==> config.mk <==
export PLATFORM = sky130hd
export DESIGN_NAME = shift_add_mult8
export DESIGN_NICKNAME = d
export VERILOG_FILES = /design/src/rtl/shift_add_mult8.sv
export SDC_FILE = /design/constraint.sdc
export NUM_CORES = 1
export LEC_CHECK = 0
export CAP_MARGIN = 20
export CORE_MARGIN = 2
export CORE_UTILIZATION = 56
export DETAILED_ROUTE_END_ITERATION = 8
export MAX_ROUTING_LAYER = met4
export PLACE_DENSITY = 0.84
export SYNTH_ARGS = -nofsm -noshare
export SYNTH_HDL_FRONTEND = slang
export SYNTH_SLANG_ARGS = --single-unit
==> constraint.sdc <==
create_clock -name clk -period 4.2 [get_ports clk]
set_input_delay 0.42 -clock clk [delete_from_list [all_inputs] [get_ports clk]]
set_output_delay 0.42 -clock clk [all_outputs]
set_load 0.02 [all_outputs]
==> src/rtl/shift_add_mult8.sv <==
// Sequential unsigned shift-and-add multiplier. The product is built one partial product per
// clock using an adder made of chained 4-bit carry-lookahead slices.
module shift_add_mult8 #(
  parameter int unsigned WIDTH = 8
) (
  input  logic               clk,
  input  logic               rst,
  input  logic               start_i,
  input  logic [WIDTH-1:0]   a_i,
  input  logic [WIDTH-1:0]   b_i,
  output logic               busy_o,
  output logic               done_o,
  output logic [2*WIDTH-1:0] p_o
);

  localparam int unsigned Slices = WIDTH / 4;
  localparam int unsigned CntW   = $clog2(WIDTH) + 1;

  typedef enum logic [1:0] {StIdle, StRun, StDone} state_e;

  state_e             state_q, state_d;
  logic [WIDTH-1:0]   m_q, m_d;
  logic [WIDTH-1:0]   a_q, a_d;
  logic [WIDTH-1:0]   q_q, q_d;
  logic [CntW-1:0]    cnt_q, cnt_d;
  logic [2*WIDTH-1:0] p_q, p_d;

  logic [WIDTH-1:0]   addend;
  logic [WIDTH-1:0]   sum;
  logic [Slices:0]    carry;
  logic [WIDTH-1:0]   a_shift;
  logic [WIDTH-1:0]   q_shift;

  // One 4-bit CLA slice; returns {carry_out, sum}.
  function automatic logic [4:0] cla4(input logic [3:0] x, input logic [3:0] y,
                                      input logic ci);
    logic [3:0] g;
    logic [3:0] pr;
    logic [4:0] c;
    g    = x & y;
    pr   = x ^ y;
    c[0] = ci;
    c[1] = g[0] | (pr[0] & c[0]);
    c[2] = g[1] | (pr[1] & g[0]) | (pr[1] & pr[0] & c[0]);
    c[3] = g[2] | (pr[2] & g[1]) | (pr[2] & pr[1] & g[0]) | (pr[2] & pr[1] & pr[0] & c[0]);
    c[4] = g[3] | (pr[3] & g[2]) | (pr[3] & pr[2] & g[1]) | (pr[3] & pr[2] & pr[1] & g[0]) |
           (pr[3] & pr[2] & pr[1] & pr[0] & c[0]);
    return {c[4], pr ^ c[3:0]};
  endfunction

  always_comb begin
    logic [4:0] r;
    addend   = q_q[0] ? m_q : '0;
    sum      = '0;
    carry    = '0;
    carry[0] = 1'b0;
    for (int i = 0; i < int'(Slices); i++) begin
      r              = cla4(a_q[4*i +: 4], addend[4*i +: 4], carry[i]);
      sum[4*i +: 4]  = r[3:0];
      carry[i+1]     = r[4];
    end
    // Adder carry-out lands in the top of A; the bit falling out of A enters Q.
    a_shift = {carry[Slices], sum[WIDTH-1:1]};
    q_shift = {sum[0], q_q[WIDTH-1:1]};
  end

  always_comb begin
    state_d = state_q;
    m_d     = m_q;
    a_d     = a_q;
    q_d     = q_q;
    cnt_d   = cnt_q;
    p_d     = p_q;
    unique case (state_q)
      StIdle: begin
        if (start_i) begin
          m_d     = a_i;
          q_d     = b_i;
          a_d     = '0;
          cnt_d   = CntW'(WIDTH);
          state_d = StRun;
        end
      end
      StRun: begin
        a_d   = a_shift;
        q_d   = q_shift;
        cnt_d = cnt_q - 1'b1;
        if (cnt_q == CntW'(1)) begin
          p_d     = {a_shift, q_shift};
          state_d = StDone;
        end
      end
      StDone: state_d = StIdle;
      default: state_d = StIdle;
    endcase
  end

  always_ff @(posedge clk) begin
    if (rst) begin
      state_q <= StIdle;
      m_q     <= '0;
      a_q     <= '0;
      q_q     <= '0;
      cnt_q   <= '0;
      p_q     <= '0;
    end else begin
      state_q <= state_d;
      m_q     <= m_d;
      a_q     <= a_d;
      q_q     <= q_d;
      cnt_q   <= cnt_d;
      p_q     <= p_d;
    end
  end

  assign busy_o = (state_q == StRun);
  assign done_o = (state_q == StDone);
  assign p_o    = p_q;

endmodule

==> results of run 1 <==
synth_stat cells, types with 2 or more instances:
library cell,number
dfxtp_1,46
ha_1,10
buf_2,4
a31oi_1,4
nor4b_1,2
a21o_1,3
nand2_1,55
and2_1,9
nand4_1,2
xnor2_1,2
xor2_1,2
inv_1,9
nand3b_1,2
nor2_1,14
nor3_1,2
a211oi_1,2
a22oi_1,8
clkbuf_1,7
nand3_1,7
a311oi_1,2
a21oi_1,41
buf_1,2
fa_1,2
nor4_1,2
power by group through the flow:
| stage | Combinational (W) | Sequential (W) | Clock (W) |
|---|---|---|---|
| 2_1_floorplan | 0.0000700 | 0.000475 | 0 |
| 3_3_place_gp | 0.000104 | 0.000477 | 0 |
| 3_5_place_dp | 0.000106 | 0.000478 | 0 |
| 4_1_cts | 0.000107 | 0.000468 | 0.000333 |
| 5_1_grt | 0.000120 | 0.000470 | 0.000353 |
| 6_report | 0.000107 | 0.000468 | 0.000327 |
metal layers:
| layer | share of wire | vias up | global-route usage |
|---|---|---|---|
| met5 | 0 | - | - |
| met2 | 0.46 | 53 | 0.362 |
| met3 | 0.061 | 6 | 0.0642 |
| met4 | 0.012 | 0 | 0.0755 |
| li1 | - | 933 | - |
| met1 | 0.47 | 854 | 0.295 |
worst max-delay path, stage by stage (launching register included):
cell             delay [ns]
dfxtp_1                0.33
nand2b_1               0.37
inv_1                  0.63
clkdlybuf4s50_1        0.73
cell type report:
class	instances	area (um^2)	share of cell area
Multi-Input combinational cell	184	1080	0.419
Sequential cell	46	921	0.359
Timing Repair Buffer	37	368	0.143
Clock buffer	6	72.6	0.0283
Tap cell	48	60.1	0.0234
Clock inverter	2	37.5	0.0146
Inverter	9	33.8	0.0132
registers in the layout, summed over array words and instances, names as in the netlist:
signal   flops
p_o         16
a_q          8
m_q          8
q_q          8
cnt_q        4
state_q      2
stage by stage:
stage | area, um^2 | hold WS, ns
detailed placement | 2460 | 0.446
global placement | 2460 | 0.439
CTS | 2570 | 0.457
finish | 2570 | 0.453
global route | 2570 | 0.473
floorplan | 2080 | 0.432
kinds of logic (layout without fill, tap and decap cells):
| family | count (synthesis) | in the layout |
|---|---|---|
| xor gates and xnor gates | 4 | 4 |
| DFF | 46 | 46 |
| AOI/OAI and AO/OA | 66 | 66 |
| adders and majority gates | 12 | 12 |
| buffers and inverters | 22 | 54 |
| and+or+nand+nor | 102 | 102 |
how the worst min path moves through the flow:
| stage | start | end | slack, ns | depth (start not counted) |
|---|---|---|---|---|
| floorplan | m_q[0]$_SDFFE_PP0P_ | m_q[0]$_SDFFE_PP0P_ | 0.43 | 2 |
| global placement | m_q[3]$_SDFFE_PP0P_ | m_q[3]$_SDFFE_PP0P_ | 0.44 | 2 |
| detailed placement | m_q[0]$_SDFFE_PP0P_ | m_q[0]$_SDFFE_PP0P_ | 0.45 | 2 |
| CTS | m_q[1]$_SDFFE_PP0P_ | m_q[1]$_SDFFE_PP0P_ | 0.46 | 2 |
| global route | m_q[2]$_SDFFE_PP0P_ | m_q[2]$_SDFFE_PP0P_ | 0.47 | 2 |
| finish | m_q[1]$_SDFFE_PP0P_ | m_q[1]$_SDFFE_PP0P_ | 0.45 | 2 |
==> results by group, run 1 <==
GRT
  – GRT Overall Usage: 0.233
  – Largest net degree at the start of global routing: 28
  – First-pass GRT wire length: 7.47 mm
  – Vias in the first global route: 1,663
  – Total grt overflow: 0
  – Initial antenna violation count: 0

CTS
  – Skew-Pair Late Insertion Delay: 0.30 ns
  – TritonCTS clock tree: done
  – Root Driver: clkbuf_8
  – H-tree depth: 2
  – CTS Buffer Depth: 2
  – CTS Buf Count: 5
  – Post-CTS Setup Inserts: 0
  – CTS hold repair buffers: 0
  – CTS Sinks: 46
  – Post-cts repair resize count: 0
  – Clock Pin Slew Worst Setup and Hold Paths: 0.08 ns

Timing
  – Final count of pins violating max slew: 0
  – Worst slew pin tran: 0.978 ns
  – Setup total negative slack: 0 ns
  – Clk_skew: 0.00670 ns
  – Final setup viols: 0
  – Final min period: 2.78 ns
  – Final worst path period share: 0.663
  – Final setup margin: 1.42 ns
  – Hold Vio Cnt, Final: 0
  – RSZ-0062 raised after global routing: false
  – Achievable Freq: 359 MHz
  – Max-slew headroom: 0.346

Floorplan
  – Die H: 65.0 um
  – Die width: 65.0 um
  – Die Footprint: 4230 um^2
  – Row count: 22
  – Core region area: 3610 um^2
  – Initial Util: 0.578
  – Ports: 37

Yosys
  – Dominant synthesized flop cell: dfxtp_1
  – Synth top area share: 0.442
  – Post-Synth XOR/XNOR Area: 0.0168
  – Largest cells by area after synthesis: dfxtp_1 44%, nand2_1 9.9%, a21oi_1 9.8%
  – Sequential share of the synthesized area: 0.442
  – EDFF count, synth: 0
  – Post-synthesis simple-gate area fraction: 0.227
  – Asr flop ratio synth: 0
  – Adder-cell share of the synthesized area: 0.0792
  – Post-synthesis mux area share: 0
  – Distinct cells, synth: 37
  – Mapped cell area: 2080 um^2
  – Syn Inst Count: 252
  – Compound-Gate Fraction of Synth Area: 0.193
  – YS warnings: 0
  – Syn_nets: 283
  – Combinational family with the most area after synthesis: simple AND/OR/NAND/NOR gates
  – Yosys top cell by area: dfxtp_1
  – Mapped Avg Cell Area: 8.27 um^2
  – Synth Register Bits: 46

Flow run
  – Max Cap Viol: 0

Detailed routing
  – Via Count: 1,846
  – Antenna Nets Post-Route: 0
  – Detailed Route Iter0 Violations: 145
  – Vias per std cell: 5.56
  – DR pass1 iterations: 4
  – Post-Route WL: 4.51 mm
  – Drt drc: 0
  – Avg WL per Cell: 13.6 um

Setup path
  – CP max FO: 21
  – Worst flop-to-flop path startpoint: state_q[1]$_SDFFE_PP0P_
  – Reg2reg setup slack: 1.64 ns
  – Crit path from: state_q[1]$_SDFFE_PP0P_
  – Reg2Reg Depth: 6
  – CP Capture Point: busy_o
  – Crit end category: primary output
  – Critical path launch point type: flop
  – Worst R2R End: p_o[13]$_SDFFE_PP0P_
  – Crit path kind: flop to primary output
  – Arrival time worst endpoint: 2.36 ns
  – WP data required: 3.78 ns

Placement
  – Pre-CTS WS: 1.70 ns
  – GP Congestion: 0.891
  – Number of port buffers: 36
  – DP Cell Count: 324
  – DP HPWL: 3.04 mm

Cells and area
  – Non-Filler Instances: 332
  – Area delta synth->final: 23.2%
  – Most common cell after layout, fill and taps aside: nand2_1
  – Antenna diodes: 0
  – Fillers: 281
  – # nets final: 314
  – Post-layout util: 0.712
  – Most used cells in the layout excluding fill and tap cells: 55 x nand2_1, 46 x dfxtp_1, 41 x a21oi_1
  – Share of cells above drive strength 1: 0.0458

Pwr
  – Total Power: 0.000902 W
  – Comb pwr share: 0.118
  – Psw: 0.000227 W
  – Switching share of power: 0.252
  – Pleak: 0.959 nW
  – Clock Power Share: 0.363
  – P_int: 0.000675 W
  – Power Density: 351 nW/um^2
  – Sequential share of power: 0.519
  – Peak supply drop: 271 uV

Run status
  – Status: finished, final reports clean

Worst hold path
  – Hold/Removal Path Class: flop to flop
(Power assumes the default switching activity.)
==> run 2: changes to the inputs <==
--- a/config.mk
+++ b/config.mk
@@ -7,10 +7,10 @@
 export LEC_CHECK = 0
 export CAP_MARGIN = 20
 export CORE_MARGIN = 2
-export CORE_UTILIZATION = 56
+export CORE_UTILIZATION = 47
 export DETAILED_ROUTE_END_ITERATION = 8
 export MAX_ROUTING_LAYER = met4
-export PLACE_DENSITY = 0.84
+export PLACE_DENSITY = 0.75
 export SYNTH_ARGS = -nofsm -noshare
 export SYNTH_HDL_FRONTEND = slang
 export SYNTH_SLANG_ARGS = --single-unit
==> constraint.sdc (replaced) <==
create_clock -name clk -period 2.5 [get_ports clk]
set_input_delay 0.25 -clock clk [delete_from_list [all_inputs] [get_ports clk]]
set_output_delay 0.25 -clock clk [all_outputs]
set_load 0.02 [all_outputs]
==> results by group, run 2 (synthesis results as in run 1) <==
CTS
  – Skew-Pair Late Insertion Delay: 0.30 ns (about the same)
  – H-tree depth: 2 (unchanged)
  – Post-cts repair resize count: 0 (unchanged)
  – CTS Buf Count: 5 (unchanged)
  – Root Driver: clkbuf_8 (unchanged)
  – TritonCTS clock tree: done (unchanged)
  – Post-CTS Setup Inserts: 0 (unchanged)
  – CTS Sinks: 46 (unchanged)
  – Clock Pin Slew Worst Setup and Hold Paths: 0.08 ns (about the same)
  – CTS Buffer Depth: 2 (unchanged)
  – CTS hold repair buffers: 0 (unchanged)

Worst hold path
  – HP Start: m_q[3]$_SDFFE_PP0P_ (was m_q[1]$_SDFFE_PP0P_)
  – WHS Path Cells: 2 (unchanged)
  – Hold/Removal Path Class: flop to flop (unchanged)
  – Hold path endpoint: m_q[3]$_SDFFE_PP0P_ (was m_q[1]$_SDFFE_PP0P_)

Setup path
  – Arrival time worst endpoint: 2.30 ns (was 2.36 ns)
  – CP max FO: 9 (was 21)
  – Worst R2R End: a_q[3]$_SDFFE_PP0P_ (was p_o[13]$_SDFFE_PP0P_)
  – Crit end category: flop (was primary output)
  – Worst flop-to-flop path startpoint: q_q[0]$_SDFFE_PP0P_ (was state_q[1]$_SDFFE_PP0P_)
  – Reg2Reg Depth: 9 (was 6)
  – Reg2reg setup slack: 0.39 ns (was 1.64 ns)
  – Critical path launch point type: flop (unchanged)
  – Crit path kind: flop to flop (was flop to primary output)
  – WP data required: 2.68 ns (was 3.78 ns)

Floorplan
  – Die H: 70.6 um (was 65.0 um)
  – Core region area: 4320 um^2 (was 3610 um^2)
  – Ports: 37 (unchanged)
  – Initial Util: 0.482 (was 0.578)
  – Die width: 70.6 um (was 65.0 um)
  – Die Footprint: 4980 um^2 (was 4230 um^2)
  – Row count: 24 (was 22)

Cells and area
  – Number of flip-flops in the largest register: 16 (unchanged)
  – Non-Filler Instances: 340 (was 332)
  – Post-route cell area: 2590 um^2 (was 2570 um^2)
  – Area delta synth->final: 24.2% (was 23.2%)
  – Most common cell after layout, fill and taps aside: nand2_1 (unchanged)
  – Seq. cell area: 921 um^2 (unchanged)
  – Most used cells in the layout excluding fill and tap cells: 55 x nand2_1, 46 x dfxtp_1, 41 x a21oi_1 (unchanged)
  – Footprint of the multi-input gates: 1080 um^2 (unchanged)
  – Share of cells above drive strength 1: 0.0625 (was 0.0458)
  – Antenna diodes: 0 (unchanged)
  – Fillers: 402 (was 281)
  – # nets final: 318 (was 314)

Placement
  – Pre-CTS WS: 0.399 ns (was 1.70 ns)
  – GP Congestion: 0.892 (was 0.891)
  – DP HPWL: 3.23 mm (was 3.04 mm)
  – DP Cell Count: 332 (was 324)
  – Placed Area: 2490 um^2 (was 2460 um^2)
  – Number of port buffers: 36 (unchanged)

Detailed routing
  – Post-Route WL: 4.59 mm (was 4.51 mm)
  – Avg WL per Cell: 13.5 um (was 13.6 um)
  – Antenna Nets Post-Route: 0 (unchanged)
  – Vias per std cell: 5.41 (was 5.56)
  – Drt drc: 0 (unchanged)
  – DR pass1 iterations: 4 (unchanged)
  – Detailed Route Iter0 Violations: 93 (was 145)
  – Via Count: 1,839 (was 1,846)

GRT
  – Total grt overflow: 0 (unchanged)
  – Initial antenna violation count: 0 (unchanged)
  – First-pass GRT wire length: 7.95 mm (was 7.47 mm)
  – GRT Overall Usage: 0.206 (was 0.233)
  – Largest net degree at the start of global routing: 34 (was 28)
  – Vias in the first global route: 1,735 (was 1,663)

Timing
  – Final worst path period share: 0.845
  – Clk_skew: 0.00783 ns (was 0.00670 ns)
  – Hold Vio Cnt, Final: 0 (unchanged)
  – Final setup margin: 0.387 ns (was 1.42 ns)
  – Final min period: 2.11 ns
  – Final setup viols: 0 (unchanged)
  – Worst slew pin tran: 0.594 ns (was 0.978 ns)
  – Achievable Freq: 473 MHz
  – Setup total negative slack: 0 ns (unchanged)
  – RSZ-0062 raised after global routing: false (unchanged)
  – Max-slew headroom: 0.603 (was 0.346)
  – Final count of pins violating max slew: 0 (unchanged)

Run status
  – Status: finished, final reports clean (unchanged)

Pwr
  – Peak supply drop: 327 uV (was 271 uV)
  – Power Density: 557 nW/um^2 (was 351 nW/um^2)
  – Pleak: 0.975 nW (was 0.959 nW)

Flow run
  – Max Cap Viol: 0 (unchanged)
-- run 2: changes by cell type in the layout (fill, tap and decap cells not counted), sizes merged --
| cell | delta |
|---|---|
| clkinv | +1 |
| bufinv | -1 |
| buf | +4 |
-- run 2: through the flow --
step,power [W],util,hold slack (ns)
3_3_place_gp,0.000987,0.577,0.442
6_report,0.00144,0.599,0.456
3_5_place_dp,0.000991,0.577,0.446
4_1_cts,0.00146,0.599,0.458
2_1_floorplan,0.000916,-,0.386
5_1_grt,0.00151,0.599,0.475
-- run 2: routing by layer --
metal | track usage | up-vias | routed length [um]
met4 | 0.0671 | 0 | 58
met5 | - | - | 0
met2 | 0.320 | 32 | 2130
met3 | 0.0442 | 5 | 178
li1 | - | 939 | -
met1 | 0.271 | 863 | 2230
-- run 2: worst max path at each step --
stage,startpoint,to,depth (start not counted)
CTS,q_q[0]$_SDFFE_PP0P_,a_q[3]$_SDFFE_PP0P_,9
detailed placement,q_q[0]$_SDFFE_PP0P_,a_q[3]$_SDFFE_PP0P_,9
global route,q_q[0]$_SDFFE_PP0P_,a_q[3]$_SDFFE_PP0P_,9
floorplan,q_q[0]$_SDFFE_PP0P_,a_q[3]$_SDFFE_PP0P_,9
global placement,q_q[0]$_SDFFE_PP0P_,a_q[3]$_SDFFE_PP0P_,9
finish,q_q[0]$_SDFFE_PP0P_,a_q[3]$_SDFFE_PP0P_,9
-- run 2: worst max-delay path, stage by stage (launching register included) --
cell and delay (ns):
dfxtp_1 0.36, and2_1 0.16, ha_1 0.34, a41oi_1 0.17, o21ai_2 0.13, inv_1 0.08
fa_1 0.50, nor2_1 0.05, a31oi_1 0.13, nor2_1 0.06
-- run 2: area by class of cell --
type | instances | area share
Multi-Input combinational cell | 184 | 0.416
Sequential cell | 46 | 0.356
Timing Repair Buffer | 41 | 0.154
Clock buffer | 6 | 0.0319
Tap cell | 52 | 0.0251
Inverter | 9 | 0.0130
Clock inverter | 2 | 0.00483
-- run 2: power breakdown --
part	internal (W)	switching, W	leakage, nW
Clock	0.000222	0.000246	0.0472
Sequential	0.000763	0.0000216	0.374
Combinational	0.0000774	0.000111	0.553
==> run 3: changes to the inputs <==
--- a/config.mk
+++ b/config.mk
@@ -7,10 +7,10 @@
 export LEC_CHECK = 0
 export CAP_MARGIN = 20
 export CORE_MARGIN = 2
-export CORE_UTILIZATION = 47
+export CORE_UTILIZATION = 52
 export DETAILED_ROUTE_END_ITERATION = 8
 export MAX_ROUTING_LAYER = met4
-export PLACE_DENSITY = 0.75
+export PLACE_DENSITY = 0.79
 export SYNTH_ARGS = -nofsm -noshare
 export SYNTH_HDL_FRONTEND = slang
 export SYNTH_SLANG_ARGS = --single-unit
==> constraint.sdc (replaced) <==
create_clock -name clk -period 2.15 [get_ports clk]
set_input_delay 0.215 -clock clk [delete_from_list [all_inputs] [get_ports clk]]
set_output_delay 0.215 -clock clk [all_outputs]
set_load 0.02 [all_outputs]
==> results by group, run 3 (synthesis results as in run 1) <==
Run status
  – Status: finished, final reports clean (unchanged)

CTS
  – Root Driver: clkbuf_8 (unchanged)
  – Skew-Pair Late Insertion Delay: 0.31 ns (was 0.30 ns)
  – CTS Buf Count: 5 (unchanged)
  – Clock Pin Slew Worst Setup and Hold Paths: 0.08 ns (about the same)
  – H-tree depth: 2 (unchanged)
  – CTS hold repair buffers: 0 (unchanged)
  – CTS Sinks: 46 (unchanged)
  – CTS Buffer Depth: 2 (unchanged)
  – TritonCTS clock tree: done (unchanged)

Cells and area
  – Fillers: 347 (was 402)
  – Number of flip-flops in the largest register: 16 (unchanged)
  – Most used cells in the layout excluding fill and tap cells: 55 x nand2_1, 45 x dfxtp_1, 41 x a21oi_1 (was 55 x nand2_1, 46 x dfxtp_1, 41 x a21oi_1)
  – Share of cells above drive strength 1: 0.0788 (was 0.0625)
  – Area delta synth->final: 25.8% (was 24.2%)
  – Seq. cell area: 922 um^2 (was 921 um^2)
  – Antenna diodes: 0 (unchanged)
  – Footprint of the multi-input gates: 1090 um^2 (was 1080 um^2)
  – # nets final: 322 (was 318)
  – Most common cell after layout, fill and taps aside: nand2_1 (unchanged)

Timing
  – Max-slew headroom: 0.640 (was 0.603)
  – Final worst path period share: 0.938 (was 0.845)
  – Final setup margin: 0.133 ns (was 0.387 ns)
  – Clk_skew: 0.0119 ns (was 0.00783 ns)
  – Final min period: 2.02 ns (was 2.11 ns)
  – Worst slew pin tran: 0.538 ns (was 0.594 ns)
  – Hold Vio Cnt, Final: 0 (unchanged)
  – Setup total negative slack: 0 ns (unchanged)
  – RSZ-0062 raised after global routing: false (unchanged)
  – Final setup viols: 0 (unchanged)
  – Achievable Freq: 496 MHz (was 473 MHz)
  – Final count of pins violating max slew: 0 (unchanged)

Placement
  – Number of port buffers: 36 (unchanged)
  – GP Congestion: 0.919 (was 0.892)
  – DP HPWL: 3.24 mm (was 3.23 mm)
  – Pre-CTS WS: 0.0815 ns (was 0.399 ns)

Detailed routing
  – Via Count: 1,887 (was 1,839)
  – Vias per std cell: 5.52 (was 5.41)
  – Avg WL per Cell: 13.3 um (was 13.5 um)
  – Detailed Route Iter0 Violations: 114 (was 93)
  – DR pass1 iterations: 4 (unchanged)
  – Antenna Nets Post-Route: 0 (unchanged)
  – Drt drc: 0 (unchanged)
  – Post-Route WL: 4.55 mm (was 4.59 mm)

Setup path
  – Reg2Reg Depth: 9 (unchanged)
  – Critical path launch point type: flop (unchanged)
  – Worst flop-to-flop path startpoint: q_q[0]$_SDFFE_PP0P_ (unchanged)
  – Reg2reg setup slack: 0.13 ns (was 0.39 ns)
  – Arrival time worst endpoint: 2.22 ns (was 2.30 ns)
  – CP max FO: 9 (unchanged)
  – WP data required: 2.35 ns (was 2.68 ns)
  – Crit end category: flop (unchanged)
  – Worst R2R End: a_q[3]$_SDFFE_PP0P_ (unchanged)
  – Crit path kind: flop to flop (unchanged)

Pwr
  – Pleak: 0.990 nW (was 0.975 nW)
  – Peak supply drop: 375 uV (was 327 uV)
  – Total Power: 0.00167 W (was 0.00144 W)
  – Power Density: 637 nW/um^2 (was 557 nW/um^2)

GRT
  – First-pass GRT wire length: 7.45 mm (was 7.95 mm)
  – Vias in the first global route: 1,667 (was 1,735)
  – Total grt overflow: 0 (unchanged)
  – Largest net degree at the start of global routing: 20 (was 34)
  – Initial antenna violation count: 0 (unchanged)
  – GRT Overall Usage: 0.227 (was 0.206)

Floorplan
  – Die H: 67.3 um (was 70.6 um)
  – Die Footprint: 4530 um^2 (was 4980 um^2)
  – Core region area: 3910 um^2 (was 4320 um^2)
  – Ports: 37 (unchanged)
  – Die width: 67.3 um (was 70.6 um)
  – Row count: 23 (was 24)
  – Initial Util: 0.533 (was 0.482)

Worst hold path
  – Hold/Removal Path Class: primary input to flop (was flop to flop)
  – Hold path endpoint: m_q[2]$_SDFFE_PP0P_ (was m_q[3]$_SDFFE_PP0P_)
  – HP Start: a_i[2] (was m_q[3]$_SDFFE_PP0P_)
  – WHS Path Cells: 3 (was 2)

Flow run
  – Max Cap Viol: 0 (unchanged)
[run 3: worst max-delay path by stage]
stage / from / end / slack [ns] / cells past startpoint
global placement: q_q[0]$_SDFFE_PP0P_ / a_q[3]$_SDFFE_PP0P_ / 0.12 / 9
CTS: q_q[0]$_SDFFE_PP0P_ / a_q[3]$_SDFFE_PP0P_ / 0.07 / 9
detailed placement: q_q[0]$_SDFFE_PP0P_ / a_q[3]$_SDFFE_PP0P_ / 0.08 / 9
global route: q_q[0]$_SDFFE_PP0P_ / a_q[4]$_SDFFE_PP0P_ / 0.03 / 9
finish: q_q[0]$_SDFFE_PP0P_ / a_q[3]$_SDFFE_PP0P_ / 0.13 / 9
floorplan: q_q[0]$_SDFFE_PP0P_ / a_q[3]$_SDFFE_PP0P_ / 0.19 / 9
[run 3: stage by stage]
step / instances / hold WS [ns] / utilization / instance area [um^2]
floorplan: 252 / 0.351 / - / 2080
global placement: 334 / 0.441 / 0.644 / 2520
detailed placement: 334 / 0.446 / 0.644 / 2520
CTS: 342 / 0.436 / 0.666 / 2610
global route: 342 / 0.460 / 0.670 / 2620
finish: 342 / 0.446 / 0.670 / 2620
[run 3: what timing repair did]
item,in CTS,in global routing
endpoints found under the setup margin,0,3
resized for setup,0,2
buffers inserted,0,0
hold endpoints to repair,0,0
[run 3: final cells by class]
cell class | count | area share
Inverter | 9 | 0.0129
Sequential cell | 46 | 0.352
Timing Repair Buffer | 45 | 0.163
Clock inverter | 2 | 0.00525
Multi-Input combinational cell | 184 | 0.415
Clock buffer | 6 | 0.0277
Tap cell | 50 | 0.0239
[run 3: worst max-delay path, stage by stage, from the launching register on]
cell     delay [ns]
dfxtp_2        0.35
and2_1         0.16
ha_4           0.29
a21oi_1        0.08
o21ai_2        0.22
inv_1          0.08
fa_1           0.50
nor2_1         0.05
a31oi_1        0.13
nor2_1         0.05
[run 3: where the power goes]
group          internal [W]  switching (W)  total, W  leakage [nW]
registers          0.000888      0.0000255  0.000913         0.375
logic             0.0000958       0.000131  0.000226         0.570
clock network      0.000230       0.000300  0.000529        0.0452
total               0.00121       0.000456   0.00167         0.990
[run 3: layer usage]
metal	part of all wire	vias to the layer above	global-route usage
met5	0	-	-
met4	0.017	0	0.107
met3	0.038	8	0.0350
met2	0.49	34	0.361
met1	0.45	896	0.282
li1	-	949	-
